==> src/rtl/vga_rx_pkg.sv <==
// Shared types and mode-derived constants for the VGA sync receiver.
// Holds the lock FSM encoding, 16-bit counter type and timing helper functions.
package vga_rx_pkg;

  typedef logic [15:0] cnt_t;

  typedef enum logic [1:0] {
    SEARCH = 2'd0,
    VERIFY = 2'd1,
    LOCKED = 2'd2
  } rx_state_e;

  function automatic int total_of(input int disp, input int front, input int sync, input int back);
    return disp + front + sync + back;
  endfunction

  // Sync pulse starts the line/frame, so active video begins after sync plus back porch.
  function automatic int act0_of(input int sync, input int back);
    return sync + back;
  endfunction

  function automatic cnt_t sat_inc(input cnt_t v);
    return (v == 16'hFFFF) ? v : v + 16'd1;
  endfunction

endpackage

==> src/rtl/vga_sync_meter.sv <==
// Sync edge detector with period and width counters, advanced on ce when tick is high.
// A rise seen between ticks is held pending and taken at the next tick.
module vga_sync_meter
  import vga_rx_pkg::*;
(
  input  logic        clk,
  input  logic        rst,
  input  logic        ce,
  input  logic        tick,
  input  logic        sync_in,
  output logic        mark,
  output logic [15:0] cnt,
  output logic [15:0] wid
);

  logic sync_q_reg;
  logic pend_reg;
  cnt_t cnt_reg;
  cnt_t wid_reg;
  logic rise;

  assign rise = sync_in & ~sync_q_reg;
  assign mark = ce & tick & (rise | pend_reg);

  always_ff @(posedge clk or posedge rst) begin
    if (rst) begin
      sync_q_reg <= 1'b0;
      pend_reg   <= 1'b0;
      cnt_reg    <= '0;
      wid_reg    <= '0;
    end else if (ce) begin
      sync_q_reg <= sync_in;
      if (mark)
        pend_reg <= 1'b0;
      else if (rise)
        pend_reg <= 1'b1;
      if (tick) begin
        cnt_reg <= mark ? '0 : sat_inc(cnt_reg);
        // Width uses the previous sample so it covers the period that just ended.
        wid_reg <= mark ? '0 : (sync_q_reg ? sat_inc(wid_reg) : wid_reg);
      end
    end
  end

  assign cnt = cnt_reg;
  assign wid = wid_reg;

endmodule

==> src/rtl/vga_sync_receiver.sv <==
// VGA sink: recovers x/y/de from Hsync/Vsync, checks timing, tracks lock and errors.
// Define VGA_RX_BLANK_CHECK_EN to flag non-black samples in blanking (sticky blank_err).
module vga_sync_receiver
  import vga_rx_pkg::*;
#(
  parameter int H_DISPLAY   = 640,
  parameter int H_BACK      = 48,
  parameter int H_FRONT     = 16,
  parameter int H_SYNC      = 96,
  parameter int V_DISPLAY   = 480,
  parameter int V_BACK      = 33,
  parameter int V_FRONT     = 10,
  parameter int V_SYNC      = 2,
  parameter int LOCK_FRAMES = 2
) (
  input  logic        clk,
  input  logic        rst,
  input  logic        pix_ce,
  input  logic        hsync_in,
  input  logic        vsync_in,
  input  logic [3:0]  red_in,
  input  logic [3:0]  green_in,
  input  logic [3:0]  blue_in,
  output logic [15:0] x_out,
  output logic [15:0] y_out,
  output logic        de_out,
  output logic [3:0]  red_out,
  output logic [3:0]  green_out,
  output logic [3:0]  blue_out,
  output logic        locked,
  output logic        err_pulse,
  output logic [7:0]  err_count,
  output logic        blank_err
);

  localparam cnt_t H_TOTAL  = cnt_t'(total_of(H_DISPLAY, H_FRONT, H_SYNC, H_BACK));
  localparam cnt_t V_TOTAL  = cnt_t'(total_of(V_DISPLAY, V_FRONT, V_SYNC, V_BACK));
  localparam cnt_t H_ACT0   = cnt_t'(act0_of(H_SYNC, H_BACK));
  localparam cnt_t V_ACT0   = cnt_t'(act0_of(V_SYNC, V_BACK));
  localparam cnt_t H_ACT1   = H_ACT0 + cnt_t'(H_DISPLAY);
  localparam cnt_t V_ACT1   = V_ACT0 + cnt_t'(V_DISPLAY);
  localparam cnt_t H_LAST   = H_TOTAL - 16'd1;
  localparam cnt_t V_LAST   = V_TOTAL - 16'd1;
  localparam cnt_t H_LIMIT  = cnt_t'(2 * total_of(H_DISPLAY, H_FRONT, H_SYNC, H_BACK) - 1);
  localparam cnt_t H_SYNC_W = cnt_t'(H_SYNC);
  localparam cnt_t V_SYNC_W = cnt_t'(V_SYNC);
  localparam logic [7:0] LOCK_GOOD = 8'(LOCK_FRAMES);

  localparam logic [1:0] ST_SEARCH = SEARCH;
  localparam logic [1:0] ST_VERIFY = VERIFY;
  localparam logic [1:0] ST_LOCKED = LOCKED;

  logic        h_mark;
  logic        v_mark;
  logic [15:0] hcnt;
  logic [15:0] hwid;
  logic [15:0] vcnt;
  logic [15:0] vwid;

  vga_sync_meter u_hmeter (
    .clk     (clk),
    .rst     (rst),
    .ce      (pix_ce),
    .tick    (1'b1),
    .sync_in (hsync_in),
    .mark    (h_mark),
    .cnt     (hcnt),
    .wid     (hwid)
  );

  vga_sync_meter u_vmeter (
    .clk     (clk),
    .rst     (rst),
    .ce      (pix_ce),
    .tick    (h_mark),
    .sync_in (vsync_in),
    .mark    (v_mark),
    .cnt     (vcnt),
    .wid     (vwid)
  );

  logic [1:0] state_reg, state_next;
  logic [7:0] good_reg, good_next;
  logic       h_armed_reg, h_armed_next;
  logic       locked_reg;
  logic       err_pulse_reg;
  logic [7:0] err_count_reg;
  logic [3:0] red_reg, green_reg, blue_reg;
  logic       line_err, frame_err, timeout_err, err_now;

  // Frame checks are skipped in SEARCH, which covers the first boundary after any error.
  assign line_err    = h_mark & h_armed_reg & ((hcnt != H_LAST) | (hwid != H_SYNC_W));
  assign frame_err   = v_mark & (state_reg != ST_SEARCH) & ((vcnt != V_LAST) | (vwid != V_SYNC_W));
  assign timeout_err = pix_ce & ~h_mark & (hcnt == H_LIMIT);
  assign err_now     = line_err | frame_err | timeout_err;

  always_comb begin
    state_next   = state_reg;
    good_next    = good_reg;
    h_armed_next = h_armed_reg;
    if (h_mark)
      h_armed_next = 1'b1;
    if (err_now) begin
      state_next   = ST_SEARCH;
      good_next    = '0;
      h_armed_next = 1'b0;
    end else if (v_mark) begin
      case (state_reg)
        ST_SEARCH: begin
          state_next = ST_VERIFY;
          good_next  = '0;
        end
        ST_VERIFY: begin
          good_next = good_reg + 8'd1;
          if (good_reg + 8'd1 == LOCK_GOOD)
            state_next = ST_LOCKED;
        end
        default: ;
      endcase
    end
  end

  always_ff @(posedge clk or posedge rst) begin
    if (rst) begin
      state_reg     <= ST_SEARCH;
      good_reg      <= '0;
      h_armed_reg   <= 1'b0;
      locked_reg    <= 1'b0;
      err_pulse_reg <= 1'b0;
      err_count_reg <= '0;
      red_reg       <= '0;
      green_reg     <= '0;
      blue_reg      <= '0;
    end else begin
      state_reg     <= state_next;
      good_reg      <= good_next;
      h_armed_reg   <= h_armed_next;
      locked_reg    <= (state_reg == ST_LOCKED);
      err_pulse_reg <= err_now;
      if (err_now && err_count_reg != 8'hFF)
        err_count_reg <= err_count_reg + 8'd1;
      if (pix_ce) begin
        red_reg   <= red_in;
        green_reg <= green_in;
        blue_reg  <= blue_in;
      end
    end
  end

  logic in_h, in_v;
  assign in_h      = (hcnt >= H_ACT0) && (hcnt < H_ACT1);
  assign in_v      = (vcnt >= V_ACT0) && (vcnt < V_ACT1);
  assign de_out    = locked_reg & in_h & in_v;
  assign x_out     = de_out ? hcnt - H_ACT0 : 16'd0;
  assign y_out     = de_out ? vcnt - V_ACT0 : 16'd0;
  assign red_out   = red_reg;
  assign green_out = green_reg;
  assign blue_out  = blue_reg;
  assign locked    = locked_reg;
  assign err_pulse = err_pulse_reg;
  assign err_count = err_count_reg;

`ifdef VGA_RX_BLANK_CHECK_EN
  logic blank_err_reg;
  always_ff @(posedge clk or posedge rst) begin
    if (rst)
      blank_err_reg <= 1'b0;
    else if (pix_ce && locked_reg && !de_out && (|{red_reg, green_reg, blue_reg}))
      blank_err_reg <= 1'b1;
  end
  assign blank_err = blank_err_reg;
`else
  assign blank_err = 1'b0;
`endif

endmodule

==> config.mk <==
export PLATFORM = sky130hd
export DESIGN_NAME = vga_sync_receiver
export DESIGN_NICKNAME = d
export VERILOG_FILES = /design/src/rtl/vga_rx_pkg.sv /design/src/rtl/vga_sync_meter.sv /design/src/rtl/vga_sync_receiver.sv
export SDC_FILE = /design/constraint.sdc
export NUM_CORES = 1
export LEC_CHECK = 0
export CORE_AREA = 2 2 146 148
export DETAILED_ROUTE_END_ITERATION = 7
export DIE_AREA = 0 0 148 150
export GPL_ROUTABILITY_DRIVEN = 0
export GPL_TIMING_DRIVEN = 0
export SLEW_MARGIN = 10
export SYNTH_ARGS = -nofsm -noshare
export SYNTH_HDL_FRONTEND = slang
export SYNTH_SLANG_ARGS = --single-unit
export TNS_END_PERCENT = 30
==> constraint.sdc <==
create_clock -name clk -period 3.6 [get_ports clk]
set_clock_uncertainty 0.15 [all_clocks]
set_input_delay 0.72 -clock clk [delete_from_list [all_inputs] [get_ports clk]]
set_output_delay 0.72 -clock clk [all_outputs]
set_load 0.02 [all_outputs]
==> key figures <==
Outcome
  • Status: finished clean

Worst setup path
  • WS Path Type: register to primary output
  • Setup crit end kind: primary output
  • Worst EP required: 2.73 ns
  • Worst Setup SP: u_vmeter.cnt[5]
  • CP delay by family, top: buffers and inverters
  • Critical Path End: x_out[6]
  • Cell repeated most along the worst path: a21oi_1
  • Crit path arrival time: 2.62 ns
  • Worst path bufs/invs: 3
  • Nature of the critical path startpoint: register
  • Critical path depth: 7
  • Peak per-stage delay on the critical path: 0.52 ns
  • Crit-path slowest cell: nor4_2
  • R2R setup slack: 0.82 ns
  • CP Cell Sequence: clkbuf_1, nor4_2, a21oi_1, a211o_1, clkbuf_4, a21oi_1, clkdlybuf4s15_1
  • Reg-to-Reg End: good_reg[1]
  • RR Startpoint: u_hmeter.cnt[7]
  • Worst-case reg-to-reg path depth: 9
  • CP max FO: 10

Global routing
  • Total track usage: 0.134
  • First-pass GRT wire length: 24200 um
  • Grt ovf: 0
  • Antenna violations before repair: 0
  • Vias in the first global route: between 4k and 5k
  • Busiest metal layer after global routing: met2
  • Largest net degree at the start of global routing: 79
  • Grt met2 use: 0.213
  • Met1 GRT Util: 0.181
  • Met3 Usage GRT: 0.0338

Layout
  • Cell area after layout: a little over 0.007 mm2
  • Area Growth Syn to Fin: 23.1%
  • Most frequent cells in the layout: nor2_1 (118), dfrtp_1 (100), nand2_1 (60), xnor2_1 (38), clkdlybuf4s50_1 (37)
  • Inserted Diodes: 0
  • Fin cells: 1028
  • Commonest non-fill, non-tap cell in the layout: nor2_1
  • Layout cell share with drive strength beyond 1: 0.117
  • Fin nets: 779

STA
  • Slew Limit Fails: 0
  • Final setup violation count: 0
  • Setup repair after global routing missed its margin: no
  • Rel. slew slack: 0.523
  • Final Hold Fails: 0
  • Final worst-path cycle share: 0.968
  • Fmax: 287 MHz
  • Worst setup margin: 0.114 ns
  • Slew @ Worst Pin: 0.710 ns
  • Fin crit period: 3.49 ns

Route
  • Post-DR wirelength/cell: 13.6 um
  • Vias: between 4k and 5k
  • DR vias/cell: approximately 4.7
  • Post-route ant nets: 0
  • Drt first pass iters: 6
  • DR iter-0 viols: 273
  • Final wirelength: 14000 um
  • Residual DRC count: 0

Synth
  • Synth top area cells: dfrtp_1 (43%), nor2_1 (7.6%), xnor2_1 (5.7%)
  • Post-synth EDFFs: 0
  • Post-synthesis sequential area ratio: 0.431
  • Share of the synthesized area in the top cell type: 0.431
  • Netlist cell types: 50
  • Synth Cell Area: 0.00586 mm2
  • Cells after Synth: 665
  • Mean Syn Cell Area: 8.81 um2
  • #FFs+latches synth: 101
  • Synth warnings: 0
  • Area leader, netlist: dfrtp_1
  • Ys flop type: dfrtp_1
  • Async S/R FF share, synth: 1.00

Clock tree
  • CTS tree: yes
  • H-tree depth: 3
  • Bufs on Longest Clock Path: 2
  • CTS Buf Count: 9
  • Clock sinks: between 100 and 150
  • CTS Hold Buffers Added: 0
  • Later-pin clock latency in the skew report: approximately 0.35 ns
  • Clock-pin slew on the worst setup and hold paths: 0.08 ns
  • Root Buffer: clkbuf_16

Pwr
  • Leak pwr: 0.00328 uW
  • Max VDD drop: 0.262 mV
  • Total power: 2960 uW
  • Power per Cell Area: 411 mW/mm2

Floorplanning
  • Die height: 150 um
  • # rows: 53
  • Initial Util: 0.283
  • Die ar.: 0.0222 mm2
  • Die Width: 148 um
  • Top Ports: 73
  • Core ar.: slightly above 0.02 mm2

Worst hold path
  • Hold Path Class: register to register

Placed design
  • Cell count after placement: 1011
  • Port bufs: 67
  • HPWL after DPL: 9920 um
  • Placed cell areas: roughly 0.0069 mm2
  • Worst slack at placement: -0.361 ns

Run
  • Max_cap viols: 0
cells in the mapped netlist, types with 16 or more instances:
| cell type | n |
|---|---|
| nand3_1 | 34 |
| xor2_1 | 32 |
| dfrtp_1 | 101 |
| nor2_1 | 118 |
| xnor2_1 | 38 |
| mux2_2 | 16 |
| nor4_1 | 19 |
| nand2_1 | 60 |
| nor3_1 | 19 |
| a21oi_1 | 21 |
| o21ai_0 | 22 |
| inv_1 | 25 |
| nand4_1 | 22 |
| clkbuf_1 | 20 |
what timing repair did:
item,in CTS,in global routing
setup buffers,1,0
pin swaps,1,0
setup endpoints to repair,30,30
resized for setup,56,36
final cells by class:
type / instances / area (um2)
multi-input cells: 502 / 3110
repair buffers: 69 / 607
fillers: 2176 / 13500
clock buffers: 10 / 229
plain buffers: 40 / 223
inverters: 25 / 98.8
clock inverters: 6 / 70.1
well taps: 275 / 344
flip-flops and latches: 101 / 2530
how the worst min path moves through the flow:
stage                       from  slack [ns]  depth (start not counted)      endpoint
floorplan            h_armed_reg        0.32                          2   h_armed_reg
global placement    err_count[5]        0.34                          1  err_count[5]
detailed placement  err_count[5]        0.34                          1  err_count[5]
CTS                 err_count[5]        0.36                          1  err_count[5]
global route          red_out[1]        0.38                          1    red_out[1]
finish              err_count[5]        0.35                          1  err_count[5]
per-layer routing:
| layer | vias up | part of all wire |
|---|---|---|
| li1 | 2438 | - |
| met1 | 2294 | 0.49 |
| met2 | 96 | 0.46 |
| met3 | 12 | 0.045 |
| met4 | 0 | 0.011 |
| met5 | - | 0 |
per-stage QoR:
stage / setup TNS [ns] / utilization / hold WS (ns)
6_report: 0 / 0.349 / 0.350
5_1_grt: 0 / 0.349 / 0.378
4_1_cts: 0 / 0.351 / 0.360
3_5_place_dp: -5.39 / 0.334 / 0.342
3_3_place_gp: -175.43 / 0.333 / 0.336
2_1_floorplan: 0 / - / 0.316
logic make-up after synthesis:
| kind of cell | share of synthesized area |
|---|---|
| flip-flops | 0.431 |
| AND/OR/NAND/NOR | 0.278 |
| adder cells (fa/ha/maj) | 0.0299 |
| multiplexers | 0.0342 |
| buffers and inverters | 0.0523 |
| XOR/XNOR | 0.105 |
| AO/OA/AOI/OAI | 0.0692 |
| other | 0.000640 |
power breakdown:
group          leakage [uW]  switching, uW  internal [uW]
Sequential          0.00135            122           1250
Clock              0.000147            455            546
Combinational       0.00178            331            264
Total               0.00328            908           2060
Power figures use the tool's default switching activity.
==> RTL change: new RTL, config.mk and constraints unchanged <==
Register the inputs `hsync_in`, `vsync_in`, `red_in`, `green_in` and `blue_in` before use. The logic sees them one clock later. The other inputs are not delayed to match.
--- a/src/rtl/vga_sync_receiver.sv
+++ b/src/rtl/vga_sync_receiver.sv
@@ -52,2 +52,16 @@
 
+  logic hsync_q;
+  logic vsync_q;
+  logic [3:0] red_q;
+  logic [3:0] green_q;
+  logic [3:0] blue_q;
+
+  always_ff @(posedge clk) begin
+    hsync_q <= hsync_in;
+    vsync_q <= vsync_in;
+    red_q   <= red_in;
+    green_q <= green_in;
+    blue_q  <= blue_in;
+  end
+
   logic        h_mark;
@@ -64,3 +78,3 @@
     .tick    (1'b1),
-    .sync_in (hsync_in),
+    .sync_in (hsync_q),
     .mark    (h_mark),
@@ -75,3 +89,3 @@
     .tick    (h_mark),
-    .sync_in (vsync_in),
+    .sync_in (vsync_q),
     .mark    (v_mark),
@@ -142,5 +156,5 @@
       if (pix_ce) begin
-        red_reg   <= red_in;
-        green_reg <= green_in;
-        blue_reg  <= blue_in;
+        red_reg   <= red_q;
+        green_reg <= green_q;
+        blue_reg  <= blue_q;
       end
Formal check against the unedited RTL: not equivalent (a bounded check fails within 4 cycles, from zero or initial values and one cycle with rst high).
==> RTL change against the unedited design <==
Global-route usage grew 0.21 points. Largest cell class unchanged. Die area did not move. Cell area increased by 7.4%. Via count is essentially flat. Sequential cell count up 14. Final cell count grew 0.39%. Power up 29%. Critical endpoint is now y_out[15]. Area after synthesis is 4.1% higher. Routed wire length increased by 1.9%. Critical path type unchanged. Combinational power grew 15%. Worst setup slack better by 16 ps.
==> RTL change: results (changes against the unedited design) <==
The flow ran to the end, and the final reports show no timing, DRC or antenna violations. Detailed-routed wire length on met2: 6.04 mm (was 6.39 mm). The via count of the first global-routing pass is 4662 (was 4789), and the cell count after placement is 998 (was 1011). Top cells by instance count after synthesis: 104 x nor2_1, 101 x dfrtp_1, 44 x nand2_1 (was 118 x nor2_1, 101 x dfrtp_1, 60 x nand2_1). The proportion of synthesized flip-flops having asynchronous set or reset was 87.8% (was 100%). Combinational logic power: 0.685 mW (was 0.595 mW). The tools report the combined global-route utilization of all metal layers as 13.6% (was 13.4%).

The run gives 420 ps (was 350 ps) as the clock insertion delay at the later pin of the skew report. The fraction of power spent switching nets was 28.3% (was 30.6%); the number of buffers created by CTS was 17 (was 9). Hold path startpoint: green_q[3] (was err_count[5]). The relative contribution of combinational cells to total power came out at 18.0% (was 20.1%). Last element of the critical path: y_out[15] (was x_out[6]). The global routing met2 resource utilization is 19.3% (was 21.3%).

The tools report the capture endpoint of the worst hold path as green_out[3] (was err_count[5]). The worst setup timing slack at the placement stage was -436 ps (was -361 ps). The worst reg2reg path startpoint is u_vmeter.cnt[5] (was u_hmeter.cnt[7]).

The ratio of cells with drive above 1 in the final layout works out to 15.7% (was 11.7%). Most area-consuming cells after synthesis: dfrtp_1 41%, nor2_1 6.4%, xnor2_1 5.7% (was dfrtp_1 43%, nor2_1 7.6%, xnor2_1 5.7%). The stage delay of the slowest cell on the critical path is 450 ps (was 520 ps). The run gives 67 (was 79) as the pin count of the biggest net entering global routing.

The run gives 4.30% (was 3.38%) as the global routing usage on met3. The run gives 2600 ps (was 2620 ps) as the critical path arrival. The post-detailed-routing wire length was 14.2 mm (was 14.0 mm).

For the post-CTS resize count, the log shows 132 (was 56). The placed wire-length estimate after detailed placement was 9.71 mm (was 9.92 mm); the standard cell area after detailed placement was 7160 um2 (was 6920 um2). Cell with the largest stage delay on the worst path: a2111o_1 (was nor4_2). The number of detailed-routing iterations run before antenna repair was 4 (was 6). The tools report the critical path launch point as u_vmeter.cnt[1] (was u_vmeter.cnt[5]).

Worst max-slew margin expressed relative to the limit: 30.3% (was 52.3%). The cell leakage power was 3.43 nW (was 3.28 nW). The tools report the critical register-to-register path endpoint as u_vmeter.cnt[11] (was good_reg[1]). The worst reg-to-reg setup slack was 690 ps (was 820 ps); the clock input transition at the sequential cells of the worst setup and hold paths was 50 ps (was 80 ps). The achievable clock frequency is 0.288 GHz (was 0.287 GHz).

The post-synthesis average cell area is 9.36 um2 (was 8.81 um2), and the met1 layer usage reported by global route is 18.9% (was 18.1%). The wire length of the first global-routing pass was 23.9 mm (was 24.2 mm). The total routed wire length on the met1 layer is 7.14 mm (was 6.79 mm), and the power attributed to the clock group is 1.57 mW (was 1.00 mW). For the peak ir drop on the vdd network, the log shows 0.371 mV (was 0.262 mV).

The tools report the starting DRC count in detailed routing as 276 (was 273). The total number of H-tree levels came out at 4 (was 3). The worst-case reg-to-reg path depth was 8 (was 9); the final net count was 776 (was 779).

The number of buffers inserted to repair setup after CTS is 5 (was 1).
RTL change: cell types whose count changed in the layout (fill, tap and decap cells not counted), moves of 11 or more:
cell      change
buf_2        +13
nand2_1      -16
nor2_1       -14
a21oi_1      -16
nand4_1      +11
dfxtp_1      +14
clkbuf_2     -16
clkbuf_8     +11
RTL change: cells by family after synthesis:
kind of cell | count (synthesis) | share of synthesized area [%]
flops | 115 | 46.0
mux | 19 | 3.42
simple gates | 313 | 26.2
other cells | 1 | 0.0614
fa+ha+maj | 14 | 2.87
compound gates | 53 | 6.33
buf+inv | 61 | 4.24
xor+xnor | 76 | 10.9
RTL change: cell type report:
| type | count | area [um2] |
|---|---|---|
| Buffer | 34 | 188 |
| Clock buffer | 27 | 533 |
| Clock inverter | 4 | 20.0 |
| Fill cell | 2111 | 12900 |
| Inverter | 23 | 91.3 |
| Multi-Input combinational cell | 479 | 3120 |
| Sequential cell | 115 | 2810 |
| Tap cell | 275 | 344 |
| Timing Repair Buffer | 75 | 644 |
